`src/rtl/led_driver_pwm_if.sv`:
```
// LED driver bus: CPU-side latch/brightness controls in,
// active-low LED drive and PWM period marker out.
interface led_driver_pwm_if #(
    parameter int WIDTH    = 8,
    parameter int PWM_BITS = 4
);
    logic                load;
    logic [WIDTH-1:0]    data;
    logic [WIDTH-1:0]    blink_mask;
    logic [PWM_BITS-1:0] brightness;
    logic                oe_n;
    logic [WIDTH-1:0]    led_n;
    logic                pwm_sync;

    modport master (
        output load,
        output data,
        output blink_mask,
        output brightness,
        output oe_n,
        input  led_n,
        input  pwm_sync
    );

    modport slave (
        input  load,
        input  data,
        input  blink_mask,
        input  brightness,
        input  oe_n,
        output led_n,
        output pwm_sync
    );
endinterface

```
`src/rtl/led_driver_pwm.sv`:
```
// Registered active-low LED driver with output enable,
// global PWM brightness and per-channel blink.
module led_driver_pwm #(
    parameter int WIDTH     = 8,
    parameter int PWM_BITS  = 4,
    parameter int BLINK_DIV = 1024
) (
    input logic clk,
    input logic rst,
    led_driver_pwm_if.slave bus
);
    localparam int BLINK_W = $clog2(BLINK_DIV);
    localparam logic [BLINK_W-1:0] BLINK_LAST =
        BLINK_W'(BLINK_DIV - 1);

    logic [WIDTH-1:0]    data_q, data_d;
    logic [WIDTH-1:0]    blink_q, blink_d;
    logic [PWM_BITS-1:0] bright_q, bright_d;
    logic [PWM_BITS-1:0] pwm_cnt_q, pwm_cnt_d;
    logic [BLINK_W-1:0]  blink_cnt_q, blink_cnt_d;
    logic                blink_phase_q, blink_phase_d;
    logic [WIDTH-1:0]    led_n_q, led_n_d;
    logic                pwm_sync_q, pwm_sync_d;

    logic             pwm_wrap;
    logic             blink_wrap;
    logic             pwm_on;
    logic [WIDTH-1:0] lit;

    assign pwm_wrap   = &pwm_cnt_q;
    assign blink_wrap = (blink_cnt_q == BLINK_LAST);
    // All-ones brightness must stay lit on the max count too
    assign pwm_on     = (pwm_cnt_q < bright_q) | (&bright_q);

    always_comb begin
        data_d        = data_q;
        blink_d       = blink_q;
        bright_d      = bright_q;
        pwm_cnt_d     = pwm_cnt_q + 1'b1;
        blink_cnt_d   = blink_cnt_q + 1'b1;
        blink_phase_d = blink_phase_q;

        if (bus.load) begin
            data_d  = bus.data;
            blink_d = bus.blink_mask;
        end

        // Brightness only moves on a period boundary
        if (pwm_wrap) begin
            bright_d = bus.brightness;
        end

        if (blink_wrap) begin
            blink_cnt_d   = '0;
            blink_phase_d = ~blink_phase_q;
        end

        lit = {WIDTH{~bus.oe_n}} & data_q & {WIDTH{pwm_on}}
            & ~(blink_q & {WIDTH{blink_phase_q}});

        led_n_d    = ~lit;
        pwm_sync_d = pwm_wrap;
    end

    always_ff @(posedge clk or posedge rst) begin
        if (rst) begin
            data_q        <= '0;
            blink_q       <= '0;
            bright_q      <= '1;
            pwm_cnt_q     <= '0;
            blink_cnt_q   <= '0;
            blink_phase_q <= 1'b0;
            led_n_q       <= '1;
            pwm_sync_q    <= 1'b0;
        end else begin
            data_q        <= data_d;
            blink_q       <= blink_d;
            bright_q      <= bright_d;
            pwm_cnt_q     <= pwm_cnt_d;
            blink_cnt_q   <= blink_cnt_d;
            blink_phase_q <= blink_phase_d;
            led_n_q       <= led_n_d;
            pwm_sync_q    <= pwm_sync_d;
        end
    end

    assign bus.led_n    = led_n_q;
    assign bus.pwm_sync = pwm_sync_q;
endmodule

```
`src/flat_wrapper.sv`:
```
// flat-port wrapper written by rule: the top's interface ports become plain ports
module led_driver_pwm_flat 
#(
    parameter int WIDTH     = 8,
    parameter int PWM_BITS  = 4,
    parameter int BLINK_DIV = 1024
)
  (clk, rst, bus_load, bus_data, bus_blink_mask, bus_brightness, bus_oe_n, bus_led_n, bus_pwm_sync);
  led_driver_pwm_if #(.WIDTH(WIDTH), .PWM_BITS(PWM_BITS)) bus_i ();
  input logic clk;
  input logic rst;
  input wire logic [$bits(bus_i.load)-1:0] bus_load;
  input wire logic [$bits(bus_i.data)-1:0] bus_data;
  input wire logic [$bits(bus_i.blink_mask)-1:0] bus_blink_mask;
  input wire logic [$bits(bus_i.brightness)-1:0] bus_brightness;
  input wire logic [$bits(bus_i.oe_n)-1:0] bus_oe_n;
  output wire logic [$bits(bus_i.led_n)-1:0] bus_led_n;
  output wire logic [$bits(bus_i.pwm_sync)-1:0] bus_pwm_sync;
  assign bus_i.load = bus_load;
  assign bus_i.data = bus_data;
  assign bus_i.blink_mask = bus_blink_mask;
  assign bus_i.brightness = bus_brightness;
  assign bus_i.oe_n = bus_oe_n;
  assign bus_led_n = bus_i.led_n;
  assign bus_pwm_sync = bus_i.pwm_sync;
  led_driver_pwm #(.WIDTH(WIDTH), .PWM_BITS(PWM_BITS), .BLINK_DIV(BLINK_DIV)) u_core (.clk(clk), .rst(rst), .bus(bus_i));
endmodule
```
`config.mk`:
```
export PLATFORM = sky130hd
export DESIGN_NAME = led_driver_pwm_flat
export DESIGN_NICKNAME = d
export VERILOG_FILES = /design/src/rtl/led_driver_pwm_if.sv /design/src/rtl/led_driver_pwm.sv /design/src/flat_wrapper.sv
export SDC_FILE = /design/constraint.sdc
export NUM_CORES = 1
export LEC_CHECK = 0
export BUFFER_PORTS_ARGS = -buffer_cell sky130_fd_sc_hd__buf_2
export CAP_MARGIN = 10
export CORE_MARGIN = 1
export CORE_UTILIZATION = 54
export DETAILED_ROUTE_END_ITERATION = 10
export HOLD_SLACK_MARGIN = 0.08
export PLACE_DENSITY = 0.75
export SYNTH_ARGS = -nofsm -noshare
export SYNTH_HDL_FRONTEND = slang
export SYNTH_SLANG_ARGS = --single-unit
```
`constraint.sdc`:
```
create_clock -name clk -period 1.9 [get_ports clk]
set_input_delay 0.19 -clock clk [delete_from_list [all_inputs] [get_ports clk]]
set_output_delay 0.19 -clock clk [all_outputs]
set_load 0.005 [all_outputs]
```
==> impl_metrics.ini, run 1 <==
[clock_network]
worstSkewPairLatency_ps = 350
clock-sinks = 44
path_clk_slew_ps = 110
cts_resized = 0
cts_tree = yes
htree_levels = 2
cts_inserted_buffers = 5
post-cts-setup-buffers = 0
cts_buffer_depth = 2
cts_root_buf = clkbuf_4

[detailed_routing]
dr_wl_met2_um = 1700
antenna_left = 0
drt_iter0_drc = 23
met1_length_um = 1410
dr_wl_met3_um = 124
firstDrtPassIters = 4
via_per_inst = 5.11
highest_layer = met4
routedWlPerCell_um = 13.9
vias = 1207
drc = 0
routed_wl_um = 3290

[die]
dieArea_um2 = 3670
start_util_pct = 58.7
die_y_um = 60.6
die_x_um = 60.6
num_io_pins = 33
num_rows = 20
core_area_um2 = 3150

[timing]
slew_headroom_pct = 65.0
fmax_mhz = 582
final_hold_viol_count = 0
fin_crit_ps = 1720
worstMarginPinSlew_ps = 525
setup_viol = 0
maxSlewViolCount = 0
fin_setup_tns_ps = 0
finalClockSkew_ps = 7.83
rsz0062_at_grt = no
finalCritPeriodShare_pct = 90.5

[critical_path]
worstSetupStartpointType = flip-flop
crit_arrival_ps = 1980
cp_max_fo = 8
path_class = flip-flop to flip-flop
cp_slowest_stage_delay_ps = 540
crit_path_end_kind = flip-flop
cp_data_required_time_ps = 2160
crit_chain = inv_1 > ha_1 > a211o_1 > a31oi_4 > o211ai_1
cpMaxStageDelayCell = dfstp_2

[yosys]
yosys_warnings = 0
ys_seq_area_share_pct = 60.3
yosysUniqueCellTypes = 30
syn-num-nets = 163
synth_top_flop_cell = dfrtp_1
synthTopCellsByArea = dfrtp_1 43%, dfstp_2 17%, mux2_2 12%
syn_avg_cell_area_um2 = 13.8
synth_top_cell_by_area = dfrtp_1
ys_async_sr_fraction_pct = 100
synth.top_cell.area_share_pct = 43.2
synth_seq_cells = 44
netlist_area_um2 = 1850
netlist_instances = 134
synth_edf_count = 0

[pwr]
leakagePower_nw = 1.08
cellPowerDensity_nw_per_um2 = 710
ir_drop_mv = 0.518

[global_routing]
grt.total_usage_pct = 21.0
antenna_found_initial = 0
overflow = 0
grt_pass1_wl_um = 5380
grt_max_degree = 45
grt_pass1_vias = 1215

[status]
status = completed

[final_layout]
final_cell_mix = 32 x buf_2, 32 x dfrtp_1, 21 x dlygate4sd3_1
final_cell_area_um2 = 2320
filler_cell_count = 239
area_growth_pct = 25.2
drive_gt1_share_pct = 40.1
seqCellArea_um2 = 1120
layout.nets = 220
multi_input_area_um2 = 688
antennaDiodeCount = 0

[placed_design]
post_dp_cell_area_um2 = 2050
hpwl_um = 2200
place.gp.congestion = 0.736
placement.io_buffers = 32

[min_path]
hold_class = input port to flip-flop

[flow_run]
max_cap_viol_count = 0
==> cells in the mapped netlist (2+ instances only) <==
| master | instances |
|---|---|
| nand3_1 | 6 |
| nand2_1 | 10 |
| dfstp_2 | 12 |
| xnor2_1 | 3 |
| buf_2 | 2 |
| o21ai_0 | 2 |
| nor2_1 | 4 |
| o211ai_1 | 8 |
| mux2_2 | 20 |
| dfrtp_1 | 32 |
| inv_1 | 6 |
| xor2_1 | 5 |
| ha_1 | 5 |
| o31ai_1 | 2 |
| and3_1 | 2 |
==> worst paths after layout <==
check	start	endpoint	slack [ps]	cells past startpoint
min in group asynchronous	rst	u_core.pwm_cnt_q[0]	490	4
worst max-delay path	u_core.bright_q[3]	u_core.bus.led_n[5]	180	5
worst min register to register	u_core.data_q[4]	u_core.bus.led_n[4]	440	1
worst min-delay path	bus_oe_n	u_core.bus.led_n[4]	240	3
worst max register to register	u_core.bright_q[3]	u_core.bus.led_n[5]	180	5
max in group asynchronous	rst	u_core.bright_q[3]	1030	4
==> worst max-delay path: cells and delay by family (launching register included) <==
kind	cells	cell delay (ps)
fa+ha+maj	1	320
buf+inv	1	70
compound gates	3	710
flops	1	540
==> power by group <==
group          leakage, nW  internal, W  switching, W
clock network       0.0326     0.000183      0.000270
logic                0.529    0.0000998     0.0000680
registers            0.519      0.00100     0.0000250
==> sequential cells by signal (all words and copies together), names as in the netlist <==
register              flops
u_core.bus.pwm_sync       1
u_core.bright_q           4
u_core.blink_cnt_q       10
u_core.blink_q            8
u_core.bus.led_n          8
u_core.blink_phase_q      1
u_core.pwm_cnt_q          4
u_core.data_q             8
==> per-stage QoR <==
stage / power [W] / hold WS, ps / instances / utilization, % / worst slack [ps]
after floorplan: 0.00112 / 341 / 134 / - / 307
after global placement: 0.00117 / 338 / 207 / 65.0 / 229
after detailed placement: 0.00118 / 351 / 207 / 65.0 / 181
after CTS: 0.00167 / 231 / 236 / 73.5 / 159
after global routing: 0.00173 / 241 / 236 / 73.5 / 87.5
final: 0.00165 / 239 / 236 / 73.5 / 181
==> per-layer routing <==
metal | track usage (%) | vias up
met5 | 0 | -
met4 | 7.79 | 0
met3 | 6.61 | 7
met2 | 36.4 | 27
met1 | 24.5 | 585
li1 | - | 588
==> area by class of cell <==
type	instances	area share (%)
clock buffer	8	2.54
tap	44	2.37
inverter	6	0.971
multi-input combinational	80	29.7
timing repair buffer	54	16.3
sequential	44	48.1
==> kinds of logic after synthesis <==
family                   count (synthesis)  share of synthesized area [%]
multiplexers                            20                           12.2
AO/OA/AOI/OAI                           16                           6.96
XOR/XNOR                                 9                           4.66
flip-flops                              44                           60.3
AND/OR/NAND/NOR                         30                           10.0
adder cells (fa/ha/maj)                  5                           3.38
buffers and inverters                   10                           2.57
==> what timing repair did <==
action	in CTS	in global routing
hold buffers	21	0
hold endpoints to repair	52	0
endpoints found under the setup margin	0	0
No activity file was read; power rests on OpenSTA's default activity.
==> run 2: changes to the inputs <==
CORE_ASPECT_RATIO = 2   (was not set)
==> run 2 against run 1 <==
The flow now finishes with violations (design-rule violations). Hold slack lost 120 ps. Non-clock buffer count shrank 20. Wire length shrank 2.0%. First-iteration DRC count grew 35%. Clock skew grew 2.4 ps. Clock power grew 56%. Register-to-register slack is essentially flat. Core utilization shrank 6.9 points. Final area shrank 7.2%. Flip-flop and latch count is the same. Global-route usage shrank 0.98 points. Critical endpoint is now u_core.bus.led_n[3]. Largest power group unchanged.
==> impl_metrics.ini, run 2 (synthesized netlist as in run 1, its figures left out) <==
[status]
status = finished with violations
failed_checks = design-rule violations

[timing]
finalClockSkew_ps = 10.2
fmax_mhz = 584
finalCritPeriodShare_pct = 90.1
maxSlewViolCount = 0
slew_headroom_pct = 64.7
rsz0062_at_grt = no
fin_setup_tns_ps = 0
fin_crit_ps = 1710
worstMarginPinSlew_ps = 529
setup_viol = 0
final_hold_viol_count = 0

[placed_design]
dp_cells = 194
hpwl_um = 2330
place.gp.congestion = 0.823
placement.io_buffers = 32

[detailed_routing]
highest_layer = met4
met1_length_um = 1170
firstDrtPassIters = 7
drt_iter0_drc = 31
antenna_left = 0
dr_wl_met3_um = 148
routedWlPerCell_um = 15.9
routed_wl_um = 3220
via_per_inst = 5.62
vias = 1141
dr_wl_met2_um = 1810
drc = 10

[final_layout]
antennaDiodeCount = 0
layout.nets = 200
stdcell_count = 203
area_growth_pct = 16.1
final_cell_mix = 32 x buf_2, 32 x dfrtp_1, 20 x mux2_2
top_register = u_core.blink_cnt_q
drive_gt1_share_pct = 45.3
filler_cell_count = 250
largest_reg_flops = 10

[critical_path]
crit_arrival_ps = 1920
cp_max_fo = 8
worstSetupStartpointType = flip-flop
crit_path_end_kind = flip-flop
cp_data_required_time_ps = 2110
path_class = flip-flop to flip-flop

[clock_network]
cts_tree = yes
clock-sinks = 44
cts_root_buf = clkbuf_8
path_clk_slew_ps = 90
cts_inserted_buffers = 5
htree_levels = 2
post-cts-setup-buffers = 0
cts_resized = 0
worstSkewPairLatency_ps = 300
cts_buffer_depth = 2

[global_routing]
antenna_found_initial = 0
grt_pass1_wl_um = 5400
grt_pass1_vias = 1227
grt_max_degree = 45
overflow = 0
grt.total_usage_pct = 20.0

[die]
start_util_pct = 57.3
core_area_um2 = 3230
die_y_um = 84.8
num_rows = 29
num_io_pins = 33
die_x_um = 43.4
dieArea_um2 = 3680

[pwr]
leakagePower_nw = 1.02
ir_drop_mv = 0.771
cellPowerDensity_nw_per_um2 = 866

[min_path]
hold_class = input port to flip-flop

[flow_run]
max_cap_viol_count = 0
-- run 2: cell types whose count changed in the layout (fill, tap and decap cells not counted), sizes merged --
cell	previous run	this run
dlygate4sd3	21	1
clkbuf	8	6
bufinv	0	1
clkinv	0	1
-- run 2: routing by layer --
metal / GRT usage (%) / vias up
met5: 0 / -
met4: 10.5 / 0
met3: 4.47 / 10
met2: 35.0 / 31
met1: 21.7 / 563
li1: - / 537
-- run 2: what timing repair did --
item                                    4_1_cts  5_1_grt
endpoints found under the setup margin        0        0
hold buffers                                  1        0
endpoints found under the hold margin        32        0
-- run 2: path summary, 6_finish.rpt --
path,to,startpoint,cells after the start,slack [ps]
max in group asynchronous,u_core.bright_q[0],rst,4,960
min in group asynchronous,u_core.blink_cnt_q[2],rst,4,560
max reg2reg,u_core.bus.led_n[3],u_core.bright_q[3],5,190
min,u_core.blink_q[1],bus_blink_mask[1],2,120
max,u_core.bus.led_n[3],u_core.bright_q[3],5,190
min reg2reg,u_core.bus.led_n[5],u_core.data_q[5],1,430
-- run 2: area by class of cell --
type,count,area (um2),area share [%]
Sequential cell,44,1120,51.9
Multi-Input combinational cell,80,688,32.0
Timing Repair Buffer,34,178,8.26
Clock buffer,6,72.6,3.37
Tap cell,31,38.8,1.80
Clock inverter,2,35.0,1.63
Inverter,6,22.5,1.05
-- run 2: where the power goes --
part	switching [W]	internal, W
Sequential	0.0000245	0.00100
Clock	0.000312	0.000390
Combinational	0.0000612	0.0000729
-- run 2: worst max-delay path, cell delays in order (launching register included) --
cell,delay [ps]
dfstp_2,530
inv_1,70
ha_1,320
a211o_1,300
a31oi_4,260
o211ai_1,130
-- run 2: metrics by stage --
stage	total power, W	setup WS (ps)	hold WS, ps	area (um2)	utilization [%]
after global routing	0.00194	90.9	116	2150	66.6
after floorplan	0.00112	307	341	1850	-
after detailed placement	0.00118	176	358	2030	63.0
after CTS	0.00189	170	111	2150	66.6
final	0.00186	189	116	2150	66.6
after global placement	0.00117	235	341	2030	63.0
